==> src/rtl/trap_sequencer_if.sv <==
// rtl/trap_sequencer_if.sv - pipeline/trap sequencer signal bundle
// Purpose: groups every non-clock, non-reset signal of trap_sequencer.
// Modports:
//   master - the trap sequencer: consumes pipeline/CSR status, drives stall/flush/redirect/trap info
//   slave  - the pipeline/CSR side: drives status, consumes sequencer outputs
interface trap_sequencer_if;
    logic        XB_bubble;
    logic [31:0] XB_pc;
    logic        initiate_exception;
    logic        mret;
    logic        irq_ext;
    logic        irq_timer;
    logic        mem_busy;
    logic        fetch_ready;
    logic [31:0] csr_mtvec;
    logic [31:0] csr_mepc;
    logic        stall;
    logic        flush;
    logic        redirect_valid;
    logic [31:0] redirect_pc;
    logic        trap_taken;
    logic        trap_is_irq;
    logic [3:0]  trap_cause;
    logic [31:0] trap_epc;
    logic        mie;
    logic        mpie;
    logic        busy;

    modport master (
        input  XB_bubble, XB_pc, initiate_exception, mret, irq_ext, irq_timer,
               mem_busy, fetch_ready, csr_mtvec, csr_mepc,
        output stall, flush, redirect_valid, redirect_pc, trap_taken, trap_is_irq,
               trap_cause, trap_epc, mie, mpie, busy
    );

    modport slave (
        output XB_bubble, XB_pc, initiate_exception, mret, irq_ext, irq_timer,
               mem_busy, fetch_ready, csr_mtvec, csr_mepc,
        input  stall, flush, redirect_valid, redirect_pc, trap_taken, trap_is_irq,
               trap_cause, trap_epc, mie, mpie, busy
    );
endinterface

==> src/rtl/trap_sequencer.sv <==
// rtl/trap_sequencer.sv - sequences exception entry, interrupt entry and MRET return
// Purpose: accepts one control-flow diversion at a time (exception > interrupt > MRET),
//   drains outstanding memory ops, flushes FD/XB for FLUSH_CYCLES cycles, then
//   presents a single PC redirect to fetch. Owns the MIE/MPIE enable pair.
// Ports:
//   clk   - system clock
//   reset - asynchronous, active-high reset
//   bus   - trap_sequencer_if.master (pipeline status, CSR targets, stall/flush/redirect, trap info)
// Parameters:
//   FLUSH_CYCLES - cycles flush is held (1..15)
//   RESET_MIE    - MIE value after reset
// Optional feature macro: TRAP_VECTORED_IRQ_EN
//   defined   - interrupts redirect to csr_mtvec + 4*cause
//   undefined - every trap redirects to csr_mtvec
module trap_sequencer #(
    parameter int unsigned FLUSH_CYCLES = 2,
    parameter bit          RESET_MIE    = 1'b0
) (
    input  logic             clk,
    input  logic             reset,
    trap_sequencer_if.master bus
);

    typedef enum logic [1:0] {
        IDLE     = 2'd0,
        DRAIN    = 2'd1,
        FLUSH    = 2'd2,
        REDIRECT = 2'd3
    } state_t;

    localparam logic [3:0] FLUSH_LOAD = 4'(FLUSH_CYCLES - 1);
    localparam logic [3:0] CAUSE_EXT   = 4'd11;
    localparam logic [3:0] CAUSE_TIMER = 4'd7;

    state_t      state_q, state_d;
    logic [3:0]  cnt_q, cnt_d;
    logic        mie_q, mie_d;
    logic        mpie_q, mpie_d;
    logic [31:0] pc_q, pc_d;
    logic [31:0] epc_q, epc_d;
    logic        taken_q, taken_d;
    logic        is_irq_q, is_irq_d;
    logic [3:0]  cause_q, cause_d;

    logic        can_accept;
    logic        acc_exc;
    logic        acc_irq;
    logic        acc_ret;
    logic        accept;
    logic [3:0]  irq_cause;
    logic [31:0] trap_target;

    // Acceptance decode. Reset masks it so stall stays low while reset is held.
    always_comb begin
        can_accept = (state_q == IDLE) & ~reset;
        acc_exc    = can_accept & bus.initiate_exception;
        acc_irq    = can_accept & ~bus.XB_bubble & mie_q & (bus.irq_ext | bus.irq_timer)
                     & ~bus.initiate_exception;
        acc_ret    = can_accept & ~bus.XB_bubble & bus.mret & ~bus.initiate_exception & ~acc_irq;
        accept     = acc_exc | acc_irq | acc_ret;
        irq_cause  = bus.irq_ext ? CAUSE_EXT : CAUSE_TIMER;
`ifdef TRAP_VECTORED_IRQ_EN
        trap_target = acc_irq ? (bus.csr_mtvec + {26'd0, irq_cause, 2'b00}) : bus.csr_mtvec;
`else
        trap_target = bus.csr_mtvec;
`endif
    end

    always_comb begin
        state_d  = state_q;
        cnt_d    = cnt_q;
        mie_d    = mie_q;
        mpie_d   = mpie_q;
        pc_d     = pc_q;
        epc_d    = epc_q;
        taken_d  = 1'b0;
        is_irq_d = is_irq_q;
        cause_d  = cause_q;

        case (state_q)
            IDLE: begin
                if (accept) begin
                    state_d = bus.mem_busy ? DRAIN : FLUSH;
                    cnt_d   = FLUSH_LOAD;
                    if (acc_ret) begin
                        pc_d   = bus.csr_mepc;
                        mie_d  = mpie_q;
                        mpie_d = 1'b1;
                    end else begin
                        pc_d     = trap_target;
                        taken_d  = 1'b1;
                        is_irq_d = acc_irq;
                        cause_d  = acc_irq ? irq_cause : 4'd0;
                        mpie_d   = mie_q;
                        mie_d    = 1'b0;
                        if (acc_irq) begin
                            epc_d = bus.XB_pc;
                        end
                    end
                end
            end
            DRAIN: begin
                if (!bus.mem_busy) begin
                    state_d = FLUSH;
                end
            end
            FLUSH: begin
                // Counter was loaded with FLUSH_CYCLES-1, so flush spans exactly FLUSH_CYCLES cycles.
                if (cnt_q == 4'd0) begin
                    state_d = REDIRECT;
                end else begin
                    cnt_d = cnt_q - 4'd1;
                end
            end
            REDIRECT: begin
                if (bus.fetch_ready) begin
                    state_d = IDLE;
                end
            end
            default: state_d = IDLE;
        endcase
    end

    always_ff @(posedge clk or posedge reset) begin
        if (reset) begin
            state_q  <= IDLE;
            cnt_q    <= 4'd0;
            mie_q    <= RESET_MIE;
            mpie_q   <= 1'b1;
            pc_q     <= 32'd0;
            epc_q    <= 32'd0;
            taken_q  <= 1'b0;
            is_irq_q <= 1'b0;
            cause_q  <= 4'd0;
        end else begin
            state_q  <= state_d;
            cnt_q    <= cnt_d;
            mie_q    <= mie_d;
            mpie_q   <= mpie_d;
            pc_q     <= pc_d;
            epc_q    <= epc_d;
            taken_q  <= taken_d;
            is_irq_q <= is_irq_d;
            cause_q  <= cause_d;
        end
    end

    assign bus.stall          = accept | (state_q != IDLE);
    assign bus.flush          = (state_q == FLUSH);
    assign bus.redirect_valid = (state_q == REDIRECT);
    assign bus.redirect_pc    = pc_q;
    assign bus.trap_taken     = taken_q;
    assign bus.trap_is_irq    = is_irq_q;
    assign bus.trap_cause     = cause_q;
    assign bus.trap_epc       = epc_q;
    assign bus.mie            = mie_q;
    assign bus.mpie           = mpie_q;
    assign bus.busy           = (state_q != IDLE);

endmodule
==> src/flat_wrapper.sv <==
// flat-port wrapper written by rule: the top's interface ports become plain ports
module trap_sequencer_flat 
#(
    parameter int unsigned FLUSH_CYCLES = 2,
    parameter bit          RESET_MIE    = 1'b0
)
  (clk, reset, bus_XB_bubble, bus_XB_pc, bus_initiate_exception, bus_mret, bus_irq_ext, bus_irq_timer, bus_mem_busy, bus_fetch_ready, bus_csr_mtvec, bus_csr_mepc, bus_stall, bus_flush, bus_redirect_valid, bus_redirect_pc, bus_trap_taken, bus_trap_is_irq, bus_trap_cause, bus_trap_epc, bus_mie, bus_mpie, bus_busy);
  trap_sequencer_if bus_i ();
  input  logic clk;
  input  logic reset;
  input wire logic [$bits(bus_i.XB_bubble)-1:0] bus_XB_bubble;
  input wire logic [$bits(bus_i.XB_pc)-1:0] bus_XB_pc;
  input wire logic [$bits(bus_i.initiate_exception)-1:0] bus_initiate_exception;
  input wire logic [$bits(bus_i.mret)-1:0] bus_mret;
  input wire logic [$bits(bus_i.irq_ext)-1:0] bus_irq_ext;
  input wire logic [$bits(bus_i.irq_timer)-1:0] bus_irq_timer;
  input wire logic [$bits(bus_i.mem_busy)-1:0] bus_mem_busy;
  input wire logic [$bits(bus_i.fetch_ready)-1:0] bus_fetch_ready;
  input wire logic [$bits(bus_i.csr_mtvec)-1:0] bus_csr_mtvec;
  input wire logic [$bits(bus_i.csr_mepc)-1:0] bus_csr_mepc;
  output wire logic [$bits(bus_i.stall)-1:0] bus_stall;
  output wire logic [$bits(bus_i.flush)-1:0] bus_flush;
  output wire logic [$bits(bus_i.redirect_valid)-1:0] bus_redirect_valid;
  output wire logic [$bits(bus_i.redirect_pc)-1:0] bus_redirect_pc;
  output wire logic [$bits(bus_i.trap_taken)-1:0] bus_trap_taken;
  output wire logic [$bits(bus_i.trap_is_irq)-1:0] bus_trap_is_irq;
  output wire logic [$bits(bus_i.trap_cause)-1:0] bus_trap_cause;
  output wire logic [$bits(bus_i.trap_epc)-1:0] bus_trap_epc;
  output wire logic [$bits(bus_i.mie)-1:0] bus_mie;
  output wire logic [$bits(bus_i.mpie)-1:0] bus_mpie;
  output wire logic [$bits(bus_i.busy)-1:0] bus_busy;
  assign bus_i.XB_bubble = bus_XB_bubble;
  assign bus_i.XB_pc = bus_XB_pc;
  assign bus_i.initiate_exception = bus_initiate_exception;
  assign bus_i.mret = bus_mret;
  assign bus_i.irq_ext = bus_irq_ext;
  assign bus_i.irq_timer = bus_irq_timer;
  assign bus_i.mem_busy = bus_mem_busy;
  assign bus_i.fetch_ready = bus_fetch_ready;
  assign bus_i.csr_mtvec = bus_csr_mtvec;
  assign bus_i.csr_mepc = bus_csr_mepc;
  assign bus_stall = bus_i.stall;
  assign bus_flush = bus_i.flush;
  assign bus_redirect_valid = bus_i.redirect_valid;
  assign bus_redirect_pc = bus_i.redirect_pc;
  assign bus_trap_taken = bus_i.trap_taken;
  assign bus_trap_is_irq = bus_i.trap_is_irq;
  assign bus_trap_cause = bus_i.trap_cause;
  assign bus_trap_epc = bus_i.trap_epc;
  assign bus_mie = bus_i.mie;
  assign bus_mpie = bus_i.mpie;
  assign bus_busy = bus_i.busy;
  trap_sequencer #(.FLUSH_CYCLES(FLUSH_CYCLES), .RESET_MIE(RESET_MIE)) u_core (.clk(clk), .reset(reset), .bus(bus_i));
endmodule
==> config.mk <==
export PLATFORM = sky130hd
export DESIGN_NAME = trap_sequencer_flat
export DESIGN_NICKNAME = d
export VERILOG_FILES = /design/src/rtl/trap_sequencer_if.sv /design/src/rtl/trap_sequencer.sv /design/src/flat_wrapper.sv
export SDC_FILE = /design/constraint.sdc
export NUM_CORES = 1
export LEC_CHECK = 0
export CORE_MARGIN = 3
export CORE_UTILIZATION = 45
export DETAILED_ROUTE_END_ITERATION = 8
export PLACE_DENSITY = 0.83
export SYNTH_ARGS = -nofsm -noshare
export SYNTH_HDL_FRONTEND = slang
export SYNTH_SLANG_ARGS = --single-unit
==> constraint.sdc <==
create_clock -name clk -period 7.9 [get_ports clk]
set_input_delay 1.975 -clock clk [delete_from_list [all_inputs] [get_ports clk]]
set_output_delay 1.975 -clock clk [all_outputs]
set_load 0.02 [all_outputs]
Word level (Yosys, flattened, before mapping):

Cells that the tools add are included.

* bitwise logic cells: 18
* $add $sub $neg: 1
* mux-type cells: 17
* equality and inequality tests: 8
* reductions and logical operators: 9

Operators with widths (count)
* two-way mux 32 bit: 1
* two-way mux 4 bit: 4
* two-way mux 2 bit: 5
* AND 1 bit: 9
* one-hot mux 2 bit (4 select lines): 1
* one-hot mux 4 bit (2 select lines): 1
* AND reduction 4 bit: 2
* inequality test 2 bit (second input constant): 3
* AND reduction 3 bit: 2
* two-way mux 1 bit: 5
* NOT 1 bit: 5
* == test 2 bit (second input constant): 2
* logical NOT 4 bit: 1
* inequality test 2 x 1 -> 1 bit (second input constant): 2
* bitwise OR 1 bit: 4
* nonzero test 2 bit: 2
* subtractor 4 x 1 -> 4 bit (second input constant): 1
* == test 2 x 1 -> 1 bit (second input constant): 1
* logical NOT 2 bit: 1
* AND reduction 2 bit: 1

* output and inout port bits: 76
* logic and storage cells: 62
* input port bits: 105
* flip-flop bits (word level): 78

Logic depth before layout (Yosys ltp):

Gate-level depths: netlist of the first run.

* depth after elaboration: 11
* mapped depth: 9
* gate-level depth less buffers: 6

Worst setup path after synthesis of the first run:

No wires, ideal clock.

* path type: in2out
* start point: input bus_irq_timer
* end point: output bus_stall
* required time: 5.925 ns
* buffers on the path: 0
* data arrival time: 2.724 ns
* cell stages on the path: 4
* setup slack: 3.201 ns
* cell sequence: o21ai_2 -> a221oi_1 -> nor2_1 -> inv_1

* longest elaborated chain between the ends: 7
* elaborated cells on any way between the ends: 8
* those cells by class: 8 x bitwise

RTL lines
* start, declared: line flat_wrapper.sv:16 `input wire logic [$bits(bus_i.irq_timer)-1:0] bus_irq_timer;`
* bitwise OR 1 bit (*): line trap_sequencer.sv:57 `acc_irq = can_accept & ~bus.XB_bubble & mie_q & (bus.irq_ext | bus.irq_timer)`
* AND 1 bit (*): line trap_sequencer.sv:57
* AND 1 bit (*): line trap_sequencer.sv:58 `& ~bus.initiate_exception;`
* NOT 1 bit: line trap_sequencer.sv:59 `acc_ret = can_accept & ~bus.XB_bubble & bus.mret & ~bus.initiate_exception & ~acc_irq;`
* AND 1 bit: line trap_sequencer.sv:59
* bitwise OR 1 bit (*): line trap_sequencer.sv:60 `accept = acc_exc | acc_irq | acc_ret;`
* bitwise OR 1 bit (*): line trap_sequencer.sv:148 `assign bus.stall = accept | (state_q != IDLE);`
* end, declared: line flat_wrapper.sv:21 `output wire logic [$bits(bus_i.stall)-1:0] bus_stall;`

Mark *: on every way between the ends. The rest lies on a longest branch, timed or not.

Worst setup path in the final report of the first run:

* start point: input bus_irq_ext
* end point: output bus_stall

* longest elaborated chain between the ends: 7
* elaborated cells on any way between the ends: 8
* those cells by class: 8 x bitwise

RTL lines
* start, declared: line flat_wrapper.sv:15 `input wire logic [$bits(bus_i.irq_ext)-1:0] bus_irq_ext;`
* bitwise OR 1 bit (*): line trap_sequencer.sv:57
* AND 1 bit (*): line trap_sequencer.sv:57
* AND 1 bit (*): line trap_sequencer.sv:58
* NOT 1 bit: line trap_sequencer.sv:59
* AND 1 bit: line trap_sequencer.sv:59
* bitwise OR 1 bit (*): line trap_sequencer.sv:60
* bitwise OR 1 bit (*): line trap_sequencer.sv:148

Marked as above.

==> results of run 1 <==
-- cell type report --
class                   instances  area [µm²]
well taps                     102       127.6
inverters                      12       46.29
fillers                       554        2093
clock inverters                 7       98.84
multi-input cells             156        1765
flip-flops and latches         76        1903
repair buffers                181        1809
clock buffers                   9       123.9
-- worst min-delay path by stage --
stage / slack (ns) / from / cells after the start / end
final: 0.51 / u_core.bus.trap_epc[1] / 1 / u_core.bus.trap_epc[1]
after global routing: 0.52 / u_core.bus.trap_epc[1] / 1 / u_core.bus.trap_epc[1]
after CTS: 0.51 / u_core.bus.trap_epc[1] / 1 / u_core.bus.trap_epc[1]
after detailed placement: 0.49 / u_core.bus.trap_epc[1] / 1 / u_core.bus.trap_epc[1]
after global placement: 0.49 / u_core.bus.trap_epc[8] / 1 / u_core.bus.trap_epc[8]
after floorplan: 0.55 / u_core.cnt_q[3] / 1 / u_core.cnt_q[3]
-- registers in the layout (all words and copies together) (netlist names) --
signal	count
u_core.bus.mie	1
u_core.bus.mpie	1
u_core.bus.redirect_pc	32
u_core.bus.trap_cause	3
u_core.bus.trap_epc	32
u_core.bus.trap_taken	1
u_core.cnt_q	4
u_core.state_q	2
-- cells in the final DEF (no fill, tap or decap), types with 2 or more instances in the layout --
master           count
ha_1                 7
inv_6                2
o21ai_0              3
nor2_1               2
a31oi_1              2
mux2_4              55
clkinv_2             2
dfrtp_1             75
nand2b_1             2
and3_1               3
mux2_2              41
nand2_1              9
mux2i_1              5
nor2b_1              3
clkbuf_8             9
clkdlybuf4s50_1    180
bufinv_16            2
a221o_1              2
inv_1               11
o22ai_1              2
a21oi_1              2
a221oi_1             2
-- per-layer routing --
metal | up-vias | share of wire | global-route usage
met4 | 0 | 0.013 | 0.05538
met1 | 1309 | 0.38 | 0.2211
met3 | 12 | 0.084 | 0.05286
met2 | 116 | 0.52 | 0.3414
met5 | - | 0 | 0
li1 | 1271 | - | -
-- cells by family (layout without fill, tap and decap cells) --
kind of cell               Yosys count  after routing  share of synthesized area
AOI/OAI and AO/OA                   20             20                    0.03903
adders and majority gates            7              7                    0.02296
buffers and inverters               27            209                    0.04067
DFF                                 76             76                     0.4989
muxes                              101            101                     0.3506
and+or+nand+nor                     28             28                    0.04788
-- stage by stage --
step | cell area, µm² | std cells | total power [W]
after floorplan | 3815 | 259 | 0.001290
after global placement | 5652 | 527 | 0.001765
after detailed placement | 5652 | 527 | 0.001800
after CTS | 5874 | 543 | 0.002131
after global routing | 5874 | 543 | 0.002224
final | 5874 | 543 | 0.002109
-- power by group through the flow --
stage / combinational, W / clock (W) / sequential (W)
3_3_place_gp: 0.00109 / 0 / 0.000678
4_1_cts: 0.00111 / 0.000332 / 0.000687
6_report: 0.00110 / 0.000324 / 0.000685
3_5_place_dp: 0.00111 / 0 / 0.000690
2_1_floorplan: 0.000402 / 0 / 0.000888
5_1_grt: 0.00116 / 0.000350 / 0.000712
==> results.ini, run 1 <==
[run_status]
status=finished clean

[timing]
rsz0062_at_grt=false
setup_viol=0
fmax_mhz=164.5
whs_ns=0.5108
fin_crit_ns=6.079
finClkSkew_ns=0.009182
relSlewSlack=0.2607
worst_slack_ns=1.821
hold_viol=0
slew_viol_final=0
tns_ns=0
fin_crit_sh=0.7694
worst_slew_pin_slew_ns=1.109

[place]
hpwl_mm=7.087
dp_slack_ns=1.890
gp_congestion=0.7919
port_buffers=180

[worst_setup_path]
rr_worst_depth=5
path_cells=clkdlybuf4s50_1, o21ai_2, a221oi_1, nor2_1, inv_1, clkdlybuf4s50_1
start_kind=input port
crit_end=bus_stall
r2r_slack_ns=5.21
cp.arrival_ns=4.10
cp_num_cells=6
crit_start=bus_irq_ext
crit_type=in2out
worstPathMaxFanout=4
critPathBufInv=3
rr_endpoint=u_core.bus.trap_epc[29]
slowest_stage=clkdlybuf4s50_1
r2r-start=u_core.state_q[0]
cp_common_cell=clkdlybuf4s50_1
slowest_delay_ns=0.63
endpoint_kind=output pin
crit_family=buffers and inverters
worstPathRequired_ns=5.93

[detailed_routing]
vias=2708
via_per_inst=4.987
routedWlPerCell_um=16.90
first_pass_iters=4
drt_iter0_markers=60
wl_mm=9.175
drc=0
ant_nets=0

[finish]
syn2layout_area_growth_pct=53.98
drive_gt1_frac=0.2721
antenna_cells=0
fin_util=0.7373
nNetsFinal=548

[power_and_ir_drop]
pwr-share-comb=0.521
power_leakage_nw=2.673
clockPowerShare=0.154
switchingPower_w=0.0007452
sequentialPowerShare=0.325
ir_drop_v=0.0001933
p_per_area_mw_per_mm2=359.0
switching_share=0.3534
p_int_w=0.001363

[grt]
globalRouteTotalUtil=0.1902
grt.overflow.total=0
grt_pass1_vias=2937
grt_start_max_net_pins=77
grt_pass1_wl_mm=14.57
antenna_found_initial=0

[synthesis]
avgSynthCellArea_um2=14.73
synth_edf_count=0
synth_ff_type=dfrtp_1
synth_cells=259
yosys.area.top_type=dfrtp_1
ys_seq_area_frac=0.4989
ys_types=37
yosys-top-cells-area=dfrtp_1 49%, mux2_4 22%, mux2_2 12%
netlist_area_mm2=0.003815
synthTopCellsByCount=75 x dfrtp_1, 55 x mux2_4, 41 x mux2_2
synth.top_cell.area_share=0.4920
yosysMostFrequentCell=dfrtp_1
synth_warnings=0
postSynth.asyncResetShare=1.000
syn_nets=371
ys_ff_latch=76

[cts]
path_clk_slew_ns=0.08
cts_tree=yes
postCtsSetupBuffers=0
holdBufCountCts=0
h-tree-depth=3
cts_made_buffers=9
cts_sinks=76
cts_root_buf=clkbuf_8
cts.repair.resized=0
cts_max_path_buffers=2
clk_latency_ns=0.34

[floorplan]
std_cell_rows=32
start_util=0.4788
die_y_um=98.08
die_w_um=98.08
io_pins=181
core_mm2=0.007968
dieArea_mm2=0.009619

[min_path]
hold_class=reg2reg

[run]
drv_cap=0

No activity file was read; power rests on OpenSTA's default activity.
==> inputs of run 2 (changes only) <==
--- a/config.mk
+++ b/config.mk
@@ -6,9 +6,9 @@
 export NUM_CORES = 1
 export LEC_CHECK = 0
 export CORE_MARGIN = 3
-export CORE_UTILIZATION = 45
+export CORE_UTILIZATION = 41
 export DETAILED_ROUTE_END_ITERATION = 8
-export PLACE_DENSITY = 0.83
+export PLACE_DENSITY = 0.76
 export SYNTH_ARGS = -nofsm -noshare
 export SYNTH_HDL_FRONTEND = slang
 export SYNTH_SLANG_ARGS = --single-unit
==> constraint.sdc (replaced) <==
create_clock -name clk -period 5.86 [get_ports clk]
set_input_delay 1.465 -clock clk [delete_from_list [all_inputs] [get_ports clk]]
set_output_delay 1.465 -clock clk [all_outputs]
set_load 0.02 [all_outputs]
==> run 2 against run 1 <==
Against the previous run:
- combinational power is 35% higher
- final cell count is 1.1% higher
- core utilization is 7.6 points lower
- largest power group unchanged
- critical path type unchanged
- worst setup slack worse by 1.0 ns
- critical path depth stayed put
- routed wire length is 2.6% lower
- clock-buffer cell count is 1 higher
==> results.ini, run 2 (same netlist as run 1, synthesis figures left out) <==
[floorplan]
start_util=0.4291
dieArea_mm2=0.01050
io_pins=181
die_w_um=102.5
die_y_um=102.5
core_mm2=0.008891
std_cell_rows=34

[grt]
grt_pass1_vias=2739
grt_pass1_wl_mm=13.54
grt_start_max_net_pins=48
grt.overflow.total=0
antenna_found_initial=0
globalRouteTotalUtil=0.1656

[timing]
fmax_mhz=198.1
relSlewSlack=0.2203
hold_viol=0
whs_ns=0.5064
tns_ns=0
fin_crit_sh=0.8614
worst_slew_pin_slew_ns=1.170
finClkSkew_ns=0.01100
fin_crit_ns=5.048
rsz0062_at_grt=false
setup_viol=0
slew_viol_final=0

[cts]
postCtsSetupBuffers=0
clk_latency_ns=0.33
cts_root_buf=clkbuf_8
cts_max_path_buffers=2
cts_tree=yes
path_clk_slew_ns=0.07
h-tree-depth=3
holdBufCountCts=0
cts_made_buffers=9
cts.repair.resized=0
cts_sinks=76

[finish]
final_common_cell=clkdlybuf4s50_1
final_cells=549
antenna_cells=0
layout_common_cells=180 x clkdlybuf4s50_1, 75 x dfrtp_1, 55 x mux2_4
finalInstanceArea_mm2=0.005876
drive_gt1_frac=0.2698
nNetsFinal=548
syn2layout_area_growth_pct=54.02

[min_path]
hold_class=reg2reg

[power_and_ir_drop]
ir_drop_v=0.0002524
p_per_area_mw_per_mm2=480.4
total_power_w=0.002823
power_leakage_nw=2.665

[place]
port_buffers=180
hpwl_mm=6.689
gp_congestion=0.8328
dp_cells=533
dpl_cell_area_mm2=0.005659

[run_status]
status=finished clean

[worst_setup_path]
worstPathMaxFanout=5
crit_type=in2out
worstPathRequired_ns=4.39
endpoint_kind=output pin
start_kind=input port
cp.arrival_ns=3.58

[detailed_routing]
wl_mm=8.936
ant_nets=0
via_per_inst=4.878
first_pass_iters=4
vias=2678
drc=0
drt_iter0_markers=85
routedWlPerCell_um=16.28

[run]
drv_cap=0

[run 2: cell count changes in the layout (fill, tap and decap cells not counted)]
cell,change
clkbuf_1,+1
clkinvlp_4,+1
inv_6,-2
[run 2: critical path, cell delays in order]
cell and delay [ns]:
clkdlybuf4s50_1 0.59, inv_1 0.06, a221oi_1 0.59, nor2_1 0.13
inv_1 0.12, clkdlybuf4s50_1 0.62
[run 2: stage by stage]
step | util | setup WS, ns
global route | 0.6609 | 0.6685
floorplan | - | 2.181
global placement | 0.6365 | 0.8931
detailed placement | 0.6365 | 0.7962
CTS | 0.6609 | 0.7966
finish | 0.6609 | 0.8122
[run 2: final timing paths]
| path | to | slack (ns) | cells past startpoint | start |
|---|---|---|---|---|
| worst min-delay path | u_core.bus.trap_epc[22] | 0.51 | 1 | u_core.bus.trap_epc[22] |
| worst max-delay path | bus_stall | 0.81 | 6 | bus_initiate_exception |
| worst max register to register | u_core.bus.redirect_pc[16] | 3.09 | 6 | u_core.state_q[0] |
| min in group asynchronous | u_core.bus.redirect_pc[27] | 1.63 | 2 | reset |
| worst min register to register | u_core.bus.trap_epc[22] | 0.51 | 1 | u_core.bus.trap_epc[22] |
| max in group asynchronous | u_core.cnt_q[1] | 3.26 | 3 | reset |
[run 2: final cells by class]
class | instances | area (µm²)
Inverter | 12 | 46.29
Fill cell | 701 | 3015
Clock buffer | 10 | 127.6
Sequential cell | 76 | 1903
Tap cell | 108 | 135.1
Multi-Input combinational cell | 156 | 1765
Timing Repair Buffer | 181 | 1809
Clock inverter | 6 | 88.84
[run 2: layer usage]
layer	track usage	vias up	wire length, µm
met1	0.2050	1282	3704
met2	0.2746	114	4354
met3	0.05734	10	782
li1	-	1272	-
met5	0	-	0
met4	0.04743	0	94
[run 2: report_power, final]
| part | internal (W) | switching, W |
|---|---|---|
| combinational | 0.000821 | 0.000658 |
| sequential | 0.000775 | 0.000141 |
| clock | 0.000240 | 0.000188 |
==> edit 1 (settings of run 1) <==
Encoding of `state_t`: now one-hot (4 bits for 4 states).
--- a/src/rtl/trap_sequencer.sv
+++ b/src/rtl/trap_sequencer.sv
@@ -23,7 +23,7 @@
 
-    typedef enum logic [1:0] {
-        IDLE     = 2'd0,
-        DRAIN    = 2'd1,
-        FLUSH    = 2'd2,
-        REDIRECT = 2'd3
+    typedef enum logic [3:0] {
+        IDLE     = 4'b0001,
+        DRAIN    = 4'b0010,
+        FLUSH    = 4'b0100,
+        REDIRECT = 4'b1000
     } state_t;
Formal check against the unedited RTL: no difference found for any inputs over 10 cycles, from zero or initial values and one cycle with reset high; not proved beyond that.
==> edit 1 against run 1 <==
  * Hold slack worse by 19 ps
  * Design area is 1.6% lower
  * Fmax is 6.6% higher
  * Routed wire length is 0.39% higher
  * Clock skew is 4.5 ps lower
  * Total power is 1.4% lower
  * Worst setup slack better by 370 ps
  * Sequential cell count is 2 higher
  * Area after synthesis is 3.0% lower
  * Synthesized cell count is 5.0% lower
  * Register-to-register slack worse by 20 ps
  * Largest power group unchanged
==> edit 1: results (changes against run 1) <==
status -> complete, no violations
Via density -> 4.908 (-1.6%)
largest stage delay on the critical path -> 600 ps (-30 ps)
placed cells -> 518 (-1.7%)
Synth Net Count -> 353 (-4.9%)
first-pass GRT wire length -> 15170 um (+4.1%)
Post-DP HPWL -> 6870 um (-3.1%)
Compound-Gate Fraction of Synth Area -> 2.300% (-1.6 points)
met3 Usage GRT -> 8.003% (+2.7 points)
Final nets -> 534 (-2.6%)
Clock Tree Buf Depth -> 2 (unchanged)
FF+latch area -> 1954 um2 (+2.7%)
Multi-In Gates -> 146 (-6.4%)
max_slew headroom -> 28.16% (+2.1 points)
Global Route met1 Usage -> 24.26% (+2.1 points)
Clock transition at path regs -> 70 ps
r2r startpoint -> u_core.state_q[0]$_DFFE_PP1P_
FILL cells -> 544 (-1.8%)
Post-synth top cells -> dfrtp_1, mux2_4, mux2_2
leakage -> 2.662 nW (-0.42%)
Clock Skew -> 4.646 ps (-4.536 ps)
Placement Setup Slack -> 2208 ps (+318.0 ps)
Non-Clock Inverter Count -> 8 (-4)
Adder-Cell Fraction of Synth Area -> 0.6764% (-1.6 points)
NonClk Buf Share -> 31.68% (+0.88 points)
uppermost routed layer -> met4
Met3 Wirelength -> 824 um (+7.0%)
Buffers excl. clock -> 184 (+1.7%)
CLK BUF -> 12 (+3)
Placed Area -> 5567 um2 (-1.5%)
wire length on met2 -> 4670 um (-2.3%)
1st-iter DRT viols -> 84 (+40%)
xor/xnor share of the synthesized area -> 0.4735% (+0.47 points)
Mapped Cells -> 246 (-5.0%)
CTS Buf Count -> 9 (unchanged)
Distinct cells, synth -> 35 (-5.4%)
post-cts resize count -> 0 (unchanged)
met2 Use GR -> 33.92% (-0.22 points)
top post-synthesis cells by area -> dfrtp_1, mux2_4, mux2_2, dfstp_2, buf_6
Met1 Wirelength -> 3647 um (+4.1%)
total track usage -> 20.15% (+1.1 points)
sequential share of the synthesized area -> 52.82% (+2.9 points)
# clock sinks -> 78 (+2.6%)
share of cells above drive strength 1 -> 28.94% (+1.7 points)
footprint of the multi-input gates -> 1622 um2 (-8.1%)
number of global-route vias before repair -> 2895 (-1.4%)
largest net degree at the start of global routing -> 79 (+2.6%)
Max VDD drop -> 0.0002564 V (+33%)
GPL Wtd Cong -> 0.8680 (+9.6%)
crit path from -> bus_XB_bubble
overall via count from detail_route -> 2621 (-3.2%)
clk cell area share -> 3.722% (-0.069 points)
post-synthesis mux area share -> 34.90% (-0.16 points)
Syn-to-layout area delta -> 56.27%
drt wl/cell -> 17.25 um (+2.1%)
edit 1: cell types whose count changed after synthesis, sizes merged, moves of 3 or more:
| cell | change |
|---|---|
| and3 | -3 |
| nor2b | -3 |
| inv | -4 |
| mux2i | -5 |
| nor2 | +3 |
| nor4b | +3 |
| ha | -5 |
| buf | -3 |
edit 1: final timing paths:
kind / to / slack [ps] / cells after the start
max: bus_stall / 2200 / 6
min: u_core.bus.mpie$_DFFE_PP1P_ / 490 / 2
max reg2reg: u_core.bus.redirect_pc[30]$_DFFE_PP0P_ / 5190 / 5
min reg2reg: u_core.bus.mpie$_DFFE_PP1P_ / 490 / 2
max in group asynchronous: u_core.bus.trap_epc[10]$_DFFE_PP0P_ / 4950 / 3
min in group asynchronous: u_core.bus.redirect_pc[30]$_DFFE_PP0P_ / 2300 / 3
edit 1: power breakdown:
| part | internal [mW] | total, mW | switching [mW] |
|---|---|---|---|
| logic | 0.595 | 1.06 | 0.467 |
| registers | 0.589 | 0.692 | 0.103 |
| clock network | 0.186 | 0.324 | 0.138 |
==> edit 2 (settings of run 1) <==
Without the edit above. `RESET_MIE` is set to 1'b0 in 2 places; all go to 1'b1.
--- a/src/rtl/trap_sequencer.sv
+++ b/src/rtl/trap_sequencer.sv
@@ -16,3 +16,3 @@
     parameter int unsigned FLUSH_CYCLES = 2,
-    parameter bit          RESET_MIE    = 1'b0
+    parameter bit          RESET_MIE    = 1'b1
 ) (
--- a/src/flat_wrapper.sv
+++ b/src/flat_wrapper.sv
@@ -4,3 +4,3 @@
     parameter int unsigned FLUSH_CYCLES = 2,
-    parameter bit          RESET_MIE    = 1'b0
+    parameter bit          RESET_MIE    = 1'b1
 )
Function: changed (a bounded check fails within 4 cycles, from zero or initial values and one cycle with reset high).
==> edit 2 against run 1 <==
  * Non-clock buffer count is the same
  * Routed wire length up 4.5%
  * Design area rose by 0.66%
  * Area after synthesis about the same
  * Total power grew 3.3%
  * Register-to-register slack lost 80 ps
  * Cell count shrank 0.18%
  * Sequential cell count stayed put
  * Worst setup slack improved by 73 ps
  * Critical path type unchanged
  * Critical endpoint unchanged
==> edit 2: results (changes against run 1) <==
largest stage delay on the critical path -> 610 ps (-20 ps)
Placed Area -> 5652 um2 (unchanged)
GPL Wtd Cong -> 0.9362 (+18%)
number of global-route vias before repair -> 2987 (+1.7%)
clock latency on the worst-skew pair -> 340 ps (about the same)
Post-synth top cells -> dfrtp_1, mux2_4, mux2_2
Met3 Wirelength -> 956 um (+24%)
share of cells above drive strength 1 -> 27.27% (+0.062 points)
R2R Path End -> u_core.bus.trap_epc[29]$_DFFE_PP0P_
Placement Setup Slack -> 1907 ps (+17.00 ps)
placed cells -> 527 (unchanged)
Clock Skew -> 12.02 ps (+2.843 ps)
DR pass1 iterations -> 4 (unchanged)
status -> complete, no violations
n_diodes -> 0 (unchanged)
post-cts resize count -> 0 (unchanged)
Finished Layout Cells -> 542 (-0.18%)
WHS Endpoint -> u_core.bus.trap_epc[14]$_DFFE_PP0P_
largest net degree at the start of global routing -> 40 (-48%)
Synth Net Count -> 371 (unchanged)
top post-synthesis cells by area -> dfrtp_1, mux2_4, mux2_2, ha_1, buf_4
Worst Min Path Start -> u_core.bus.trap_epc[14]$_DFFE_PP0P_
drt wl/cell -> 17.69 um (+4.7%)
CTS root buffer -> clkbuf_8
Buffers on Ports -> 180 (unchanged)
Clock transition at path regs -> 70 ps
first-pass GRT wire length -> 15500 um (+6.3%)
yosys warns -> 0 (unchanged)
Max VDD drop -> 0.0002055 V (+6.3%)
Mapped Cells -> 259 (unchanged)
total track usage -> 20.33% (+1.3 points)
share of flip-flops with an asynchronous set or reset -> 100.0% (unchanged)
Max stage delay cell, worst path -> clkdlybuf4s50_1
Clock Tree Buf Depth -> 2 (unchanged)
Min-Delay Path Class -> reg -> reg
Via density -> 5.002 (+0.30%)
r2r startpoint -> u_core.state_q[1]$_DFFE_PP0P_
1st-iter DRT viols -> 96 (+60%)
H-tree levels -> 3 (unchanged)
Met1 Wirelength -> 3718 um (+6.2%)
register-to-register setup slack -> 5130 ps (-80 ps)
leakage -> 2.689 nW (+0.60%)
max_slew headroom -> 25.02% (-1.0 points)
hold slack -> 506.3 ps (-4.543 ps)
wire length on met2 -> 4795 um (+0.27%)
sequential share of the synthesized area -> 49.90% (about the same)
critical path arrival -> 4030 ps (-70 ps)
Final nets -> 548 (unchanged)
CTS Buf Count -> 9 (unchanged)
Post-DP HPWL -> 7452 um (+5.2%)
uppermost routed layer -> met4
Reg2Reg Depth -> 5 (unchanged)
postcts setup bufs -> 0 (unchanged)
CP Max Fanout -> 5 (+1)
Distinct cells, synth -> 37 (unchanged)
hold path depth -> 1 (unchanged)
edit 2: cell types whose count changed after synthesis, sizes merged:
cell   change
dfrtp      -1
dfstp      +1
edit 2: cells by family (layout without fill, tap and decap cells):
group	after synthesis	after routing	synth area share, %
adders and majority gates	7	7	2.295
muxes	101	101	35.05
DFF	76	76	49.90
AOI/OAI and AO/OA	20	20	3.902
buffers and inverters	27	208	4.065
and+or+nand+nor	28	28	4.787
edit 2: report_power, final:
| group | leakage [nW] | switching [mW] | total [mW] | internal, mW |
|---|---|---|---|---|
| combinational | 1.60 | 0.493 | 1.10 | 0.609 |
| clock | 0.129 | 0.142 | 0.383 | 0.241 |
| sequential | 0.961 | 0.117 | 0.693 | 0.576 |
edit 2: worst max-delay path by stage:
stage	startpoint	to	slack, ps	cells past startpoint
detailed placement	bus_initiate_exception	bus_stall	1910	6
global route	bus_initiate_exception	bus_stall	1700	6
finish	bus_initiate_exception	bus_stall	1890	6
CTS	bus_initiate_exception	bus_stall	1900	6
global placement	bus_initiate_exception	bus_stall	1980	6
floorplan	bus_irq_timer	bus_stall	3210	4
edit 2: worst max-delay path: cells and delay by family:
kind	cells	cell delay, ps
and+or+nand+nor	1	130
buffers and inverters	4	1380
AOI/OAI and AO/OA	1	540
edit 2: cell type report:
class	count	area, um2
Fill cell	534	2054
Sequential cell	76	1904
Timing Repair Buffer	181	1809
Multi-Input combinational cell	156	1765
Clock inverter	6	137.6
Tap cell	102	127.6
Clock buffer	9	123.9
Inverter	12	45.04
edit 2: per-layer routing:
metal	vias to the layer above	track usage, %
met5	-	0
met4	0	5.751
li1	1273	-
met3	9	7.571
met2	141	35.24
met1	1288	23.58
